$ cat src/rtl/mem_arbiter.sv
// Shared memory-port arbiter for icache and dcache. Dcache has priority; a starvation
// counter force-grants icache, and an owner table routes returning data tags.
package mem_arbiter_pkg;
  typedef enum logic [1:0] {
    MEM_NONE  = 2'h0,
    MEM_LOAD  = 2'h1,
    MEM_STORE = 2'h2
  } MEM_COMMAND;
endpackage

module mem_arbiter
  import mem_arbiter_pkg::*;
#(
  parameter int STARVE_LIMIT = 8
) (
  input  logic        clock,
  input  logic        reset,
  input  MEM_COMMAND  Icache2mem_command,
  input  logic [31:0] Icache2mem_addr,
  input  MEM_COMMAND  Dcache2mem_command,
  input  logic [31:0] Dcache2mem_addr,
  input  logic [63:0] Dcache2mem_data,
  input  logic [3:0]  mem2proc_transaction_tag,
  input  logic [63:0] mem2proc_data,
  input  logic [3:0]  mem2proc_data_tag,
  output MEM_COMMAND  proc2mem_command,
  output logic [31:0] proc2mem_addr,
  output logic [63:0] proc2mem_data,
  output logic [3:0]  Imem2proc_transaction_tag,
  output logic [3:0]  Imem2proc_data_tag,
  output logic [63:0] Imem2proc_data,
  output logic [3:0]  Dmem2proc_transaction_tag,
  output logic [3:0]  Dmem2proc_data_tag,
  output logic [63:0] Dmem2proc_data,
  output logic        dcache_request
);

  logic [3:0]  r_starve_cnt;
  logic [15:0] r_valid;
  logic [15:0] r_owner;

  logic w_i_req;
  logic w_d_req;
  logic w_starve;
  logic w_grant_d;
  logic w_accept;
  logic w_ret_hit;

  assign w_i_req   = (Icache2mem_command != MEM_NONE);
  assign w_d_req   = (Dcache2mem_command != MEM_NONE);
  assign w_starve  = w_i_req && ({28'd0, r_starve_cnt} >= 32'(STARVE_LIMIT));
  // Grant depends only on requests and registered state, never on the response tags.
  assign w_grant_d = w_d_req && !w_starve;

  assign dcache_request   = w_grant_d;
  assign proc2mem_command = w_grant_d ? Dcache2mem_command : Icache2mem_command;
  assign proc2mem_addr    = w_grant_d ? Dcache2mem_addr :
                            (w_i_req ? Icache2mem_addr : 32'h0);
  assign proc2mem_data    = w_grant_d ? Dcache2mem_data : 64'h0;

  assign Dmem2proc_transaction_tag = w_grant_d ? mem2proc_transaction_tag : 4'h0;
  assign Imem2proc_transaction_tag = w_grant_d ? 4'h0 : mem2proc_transaction_tag;

  assign w_accept  = (proc2mem_command == MEM_LOAD) && (mem2proc_transaction_tag != 4'h0);
  assign w_ret_hit = (mem2proc_data_tag != 4'h0) && r_valid[mem2proc_data_tag];

  assign Imem2proc_data_tag = (w_ret_hit && !r_owner[mem2proc_data_tag]) ?
                              mem2proc_data_tag : 4'h0;
  assign Dmem2proc_data_tag = (w_ret_hit && r_owner[mem2proc_data_tag]) ?
                              mem2proc_data_tag : 4'h0;
  assign Imem2proc_data     = mem2proc_data;
  assign Dmem2proc_data     = mem2proc_data;

  always_ff @(posedge clock or posedge reset) begin
    if (reset) begin
      r_valid      <= 16'h0;
      r_owner      <= 16'h0;
      r_starve_cnt <= 4'h0;
    end else begin
      // Retire first so a same-tag allocation in this cycle takes precedence.
      if (w_ret_hit) r_valid[mem2proc_data_tag] <= 1'b0;
      if (w_accept) begin
        r_valid[mem2proc_transaction_tag] <= 1'b1;
        r_owner[mem2proc_transaction_tag] <= w_grant_d;
      end
      if (w_i_req && w_grant_d) begin
        if (r_starve_cnt != 4'hF) r_starve_cnt <= r_starve_cnt + 4'h1;
      end else if (w_i_req && (mem2proc_transaction_tag != 4'h0)) begin
        r_starve_cnt <= 4'h0;
      end
    end
  end

endmodule

$ cat config.mk
export PLATFORM = sky130hd
export DESIGN_NAME = mem_arbiter
export DESIGN_NICKNAME = d
export VERILOG_FILES = /design/src/rtl/mem_arbiter.sv
export SDC_FILE = /design/constraint.sdc
export NUM_CORES = 1
export LEC_CHECK = 0
export CAP_MARGIN = 20
export CORE_AREA = 2 2 176 178
export CTS_CLUSTER_DIAMETER = 200
export DETAILED_ROUTE_END_ITERATION = 8
export DIE_AREA = 0 0 178 180
export SLEW_MARGIN = 20
export SYNTH_ARGS = -nofsm -noshare
export SYNTH_HDL_FRONTEND = slang
export SYNTH_SLANG_ARGS = --single-unit
$ cat constraint.sdc
create_clock -name clock -period 2.2 [get_ports clock]
set_input_delay 0.22 -clock clock [delete_from_list [all_inputs] [get_ports clock]]
set_output_delay 0.22 -clock clock [all_outputs]
set_load 0.01 [all_outputs]
[After elaboration in Yosys (flattened, before gate mapping)]
Cells that the tools add are included.
Storage, ports and cells
  bits in registers: 36
  bits of input ports: 206
  logic and storage cells: 55
  output and inout bits: 243
Cells by class
  add/subtract/negate cells: 1
  bitwise gates (word level): 3
  reduce and logical (&&, ||, !) cells: 18
  muxes and demuxes: 22
  equal/unequal tests: 3
  order comparisons: 5
Operator list (count)
  32-bit two-way mux: 2
  64-bit two-way mux: 1
  16-bit two-way mux: 2
  4-bit two-way mux: 7
  16-bit bitwise AND: 1
  16-bit bitwise mux: 1
  16-bit NOT: 1
  16-bit bitwise OR: 1
  1-bit logical AND: 10
  4-bit by 5-bit < comparator with 1-bit output (second input constant): 2
  1-bit binary-select mux with 4-bit select: 2
  1-bit demux with 4-bit select: 2
  4-bit by 1-bit >= comparator with 1-bit output (second input constant): 2
  4-bit nonzero test: 2
  2-bit nonzero test: 3
  4-bit by 1-bit adder with 4-bit output (second input constant): 1
  4-bit >= comparator (second input constant): 1
  1-bit two-way mux: 4
  4-bit != test (second input constant): 1
  2-bit by 1-bit equality test with 1-bit output (second input constant): 1
  1-bit zero test: 2
  2-bit two-way mux: 1
  2-bit by 1-bit != test with 1-bit output (second input constant): 1
  2-bit AND reduction: 1

[Depth between registers and ports, before layout]
  depth in word-level cells: 9
  gate-level depth with buffers: 6
  gate-level depth less buffers: 4

[Worst setup path before layout]
OpenSTA, ideal clock, no wires.
  path type: input port to output port
  start point: input mem2proc_data_tag[0]
  end point: output Imem2proc_data_tag[0]
  path slack: 0.306 ns
  stages: 4
  arrival: 1.674 ns
  data required time: 1.980 ns
  cells stage by stage: buf_6 > mux4_2 > mux4_2 > nor3_1
Between the ends
  longest elaborated chain between the ends: 5
  elaborated cells between the ends (all ways): 9
RTL lines
  start, declared: RTL line 25  | input logic [3:0] mem2proc_data_tag,
  1-bit binary-select mux with 4-bit select (on tied branches): RTL line 65, 67
  1-bit two-way mux (on tied branches): RTL line 65, 67
  1-bit logical AND or 1-bit zero test (tied branches): RTL line 65, 67
  1-bit logical AND: RTL line 67  | assign Imem2proc_data_tag = (w_ret_hit && !r_owner[mem2proc_data_tag]) ?
  4-bit two-way mux *: RTL line 67
  end, declared: RTL line 30  | output logic [3:0] Imem2proc_data_tag,
Every way passes the cells marked *; elsewhere a longest branch is shown, timed or not. The select of a mux whose other input is x is not followed.

[Worst setup path after layout]
  start point: register r_owner[7]
  end point: output Imem2proc_data_tag[2]
Between the ends
  longest elaborated chain between the ends: 5
RTL lines
  start, declared: RTL line 40  | logic [15:0] r_owner;
  start signal, assigned by index: RTL line 84  | r_owner[mem2proc_transaction_tag] <= w_grant_d;
  1-bit binary-select mux with 4-bit select: RTL line 67
  1-bit two-way mux (not written as such): RTL line 67
  1-bit zero test: RTL line 67
  1-bit logical AND: RTL line 67
  4-bit two-way mux: RTL line 67
No other way between the ends. The select of a mux whose other input is x is not followed.

==> flow_metrics.tcl <==
set metrics [dict create \
    drive_gt1_share_pct 25.9 \
    muxShareOfSynthArea_pct 11.1 \
    fmax_mhz 426 \
    max_stage_delay_ns 0.59 \
    fin_crit_sh_pct 107 \
    dr.pass1.iters 4 \
    place_area_mm2 0.00627 \
    ant_nets 0 \
    grt.met3_usage_pct 5.33 \
    dr_total_vias 3875 \
    cts_hold_buf 0 \
    seq_area_frac_synth_pct 23.3 \
    critPathArrivalTime_ns 2.13 \
    ios 449 \
    synth.avg_cell_area_um2 8.42 \
    grt_overflow_total 0 \
    grt_pass1_vias 4212 \
    tns_ns -0.965 \
    cts_buffers 5 \
    final-setup-viol-count 8 \
    grt-busiest-layer "met2" \
    htreeDepth 2 \
    grt_use_total_pct 12.4 \
    grt_pass1_wl_um 28700 \
    met1_usage_pct 14.1 \
    ys_types 43 \
    hold_violations 0 \
    area_growth_pct 70.4 \
    vias_per_cell 3.77 \
    timing.final.ws_setup_ns -0.147 \
    drt_iter0_markers 193 \
    grt_max_degree 37 \
    yosys.area_share.adder_pct 0.647 \
    routabilityCongestion 0.769 \
    clk_path_buf_depth 2 \
    chipHeight_um 180 \
    final_nets 839 \
    rows 64 \
    fin_skew_ns 0.00421 \
    startpoint_type "register" \
    slowest_stage "mux4_2" \
    clkTransAtPathRegs_ns 0.05 \
    maxCapViolations 0 \
    powerDensity_mw_per_mm2 549 \
    hold_path_class "in2async" \
    wl_um 20100 \
    cpMostUsedCell "mux4_2" \
    cp-end-kind "primary output" \
    reg2reg_depth 5 \
    crit_fanout 4 \
    min_period_ns 2.35 \
    cts-root-buf "clkbuf_16" \
    outcome "finished, violations left" \
    worst_slew_pin_slew_ns 0.551 \
    core_area_mm2 0.0302 \
    synth-seq-cells 36 \
    drc 0 \
    cts_sinks 36 \
    synth_top_family_by_area "buffers and inverters" \
    routedWlPerCell_um 19.5 \
    crit_chain "mux4_2, mux4_2, buf_6, nor3_2, buf_2" \
    clk_latency_ns 0.28 \
    met2_usage_pct 20.5 \
    synthSimpleGateAreaFrac_pct 19.8 \
    fp.dieW_um 178 \
    cp.required_ns 1.98 \
    critPathKind "reg2out" \
    maxSlewHeadroom_pct 62.8 \
    syn_inst 459 \
    synth_area_mm2 0.00387 \
    start_util_pct 12.8 \
    failed_checks "setup timing" \
    synth_compound_area_share_pct 16.3 \
    slew_violations 0 \
    die_area_mm2 0.0320 \
    tritoncts "done" \
    synth_xor_area_share_pct 0 \
    rsz0062_at_grt "yes" \
    port_buffers 256 \
    hpwl_um 16500 \
    synth_warnings 0 \
    power_leakage_nw 2.83 \
    ir_drop_v 0.000287 \
    syn-num-nets 667 \
    antenna_found_initial 3 \
    fin_area_mm2 0.00659 \
]
-- state kept, by name, indices dropped and copies added (netlist names) --
register and cells:
r_valid 16, r_owner 16, r_starve_cnt 4
-- report_power, final --
part	leakage [nW]	internal, mW	switching (mW)	total (mW)
logic	2.30	1.06	0.800	1.86
clock network	0.0808	0.532	0.266	0.798
registers	0.449	0.839	0.117	0.956
total	2.83	2.43	1.18	3.62
-- final timing paths --
kind	from	slack (ns)	end
max	r_owner[7]$_DFFE_PP0P_	-0.15	Imem2proc_data_tag[2]
min	reset	0.36	r_starve_cnt[3]$_DFFE_PP0P_
max reg2reg	r_starve_cnt[3]$_DFFE_PP0P_	0.45	r_owner[13]$_DFFE_PP0P_
min reg2reg	r_owner[0]$_DFFE_PP0P_	0.38	r_owner[0]$_DFFE_PP0P_
max in group asynchronous	reset	1.50	r_valid[5]$_DFF_PP0_
min in group clock	r_owner[0]$_DFFE_PP0P_	0.38	r_owner[0]$_DFFE_PP0P_
-- final cells by class --
class                           count  area, um2
Multi-Input combinational cell    258       1910
Tap cell                          396        495
Antenna cell                        1       2.50
Clock buffer                        6        129
Timing Repair Buffer              321       3080
Clock inverter                      2       35.0
Sequential cell                    36        901
Fill cell                        3330      23600
Inverter                            9       38.8
-- cell usage after synthesis --
| library cell | instances | share of area, % |
|---|---|---|
| a21bo_2 | 1 | 0.26 |
| a21boi_0 | 1 | 0.19 |
| a21oi_1 | 7 | 0.91 |
| a22o_1 | 33 | 7.5 |
| a31oi_1 | 1 | 0.16 |
| a32o_1 | 1 | 0.26 |
| a32oi_1 | 1 | 0.23 |
| and2_1 | 69 | 11 |
| and3b_1 | 1 | 0.23 |
| buf_2 | 5 | 0.65 |
| buf_4 | 128 | 25 |
| buf_6 | 1 | 0.29 |
| clkbuf_1 | 21 | 2.0 |
| clkbuf_2 | 1 | 0.13 |
| clkinv_1 | 2 | 0.19 |
| dfrtp_1 | 36 | 23 |
| ha_1 | 2 | 0.65 |
| inv_1 | 6 | 0.58 |
| inv_2 | 1 | 0.097 |
| mux2_2 | 18 | 5.2 |
| mux2i_1 | 3 | 0.78 |
| mux4_1 | 4 | 2.7 |
| mux4_2 | 4 | 2.3 |
| nand2_1 | 26 | 2.5 |
| nand2b_1 | 7 | 1.1 |
| nand3_1 | 3 | 0.39 |
| nand3b_1 | 1 | 0.19 |
| nor2_1 | 19 | 1.8 |
| nor2b_1 | 5 | 0.81 |
| nor3_1 | 8 | 1.0 |
| o2111ai_1 | 1 | 0.23 |
| o211ai_1 | 1 | 0.19 |
| o21a_1 | 1 | 0.19 |
| o21ai_0 | 19 | 2.5 |
| o21ai_1 | 1 | 0.13 |
| o21ba_2 | 1 | 0.26 |
| o221ai_1 | 1 | 0.23 |
| o22a_1 | 1 | 0.23 |
| o22ai_1 | 1 | 0.16 |
| o31ai_1 | 6 | 1.2 |
| o32a_1 | 1 | 0.26 |
| o41ai_1 | 6 | 1.4 |
| or2_2 | 3 | 0.49 |
-- logic make-up (layout without fill, tap and decap cells) --
family,after synthesis,after routing
AOI/OAI and AO/OA,85,85
adders and majority gates,2,2
buffers and inverters,165,338
DFF,36,36
muxes,29,29
other,0,1
and+or+nand+nor,142,142
-- layer usage --
metal  wire [um]  share of wire (%)
met1        7650                 38
met2        9590                 48
met3        2230                 11
met4         542                2.7
met5          92               0.46
-- worst max-delay path, delay by kind of cell, from the launching register on --
kind	cells	cell delay [ns]
DFF	1	0.38
buffers and inverters	2	0.32
muxes	2	1.06
and+or+nand+nor	1	0.09
-- layout by cell type (no fill, tap or decap), drive strengths merged, types with 8 or more instances in the layout --
master / count
buf: 77
clkbuf: 28
mux4: 8
nor2: 19
o21ai: 20
a22o: 33
and2: 69
mux2: 18
clkdlybuf4s15: 42
dfrtp: 36
clkdlybuf4s50: 141
nand2: 26
dlygate4sd2: 36
nor3: 8
-- metrics by stage --
stage / worst slack [ns] / utilization, % / hold WS (ns) / instances / total power [mW]
3_3_place_gp: -0.728 / 20.8 / 0.380 / 1007 / 2.75
5_1_grt: -0.207 / 21.8 / 0.396 / 1028 / 3.83
3_5_place_dp: -0.781 / 20.8 / 0.373 / 1007 / 2.78
6_report: -0.147 / 21.8 / 0.364 / 1029 / 3.62
2_1_floorplan: 0.306 / - / 0.387 / 459 / 1.92
4_1_cts: -0.169 / 22.0 / 0.388 / 1027 / 3.67
-- timing repair --
item,CTS,global route
gates cloned,5,0
setup buffers,7,1
pin swaps,7,2
endpoints found under the setup margin,109,35
resized for setup,207,57
(Power assumes the default switching activity.)
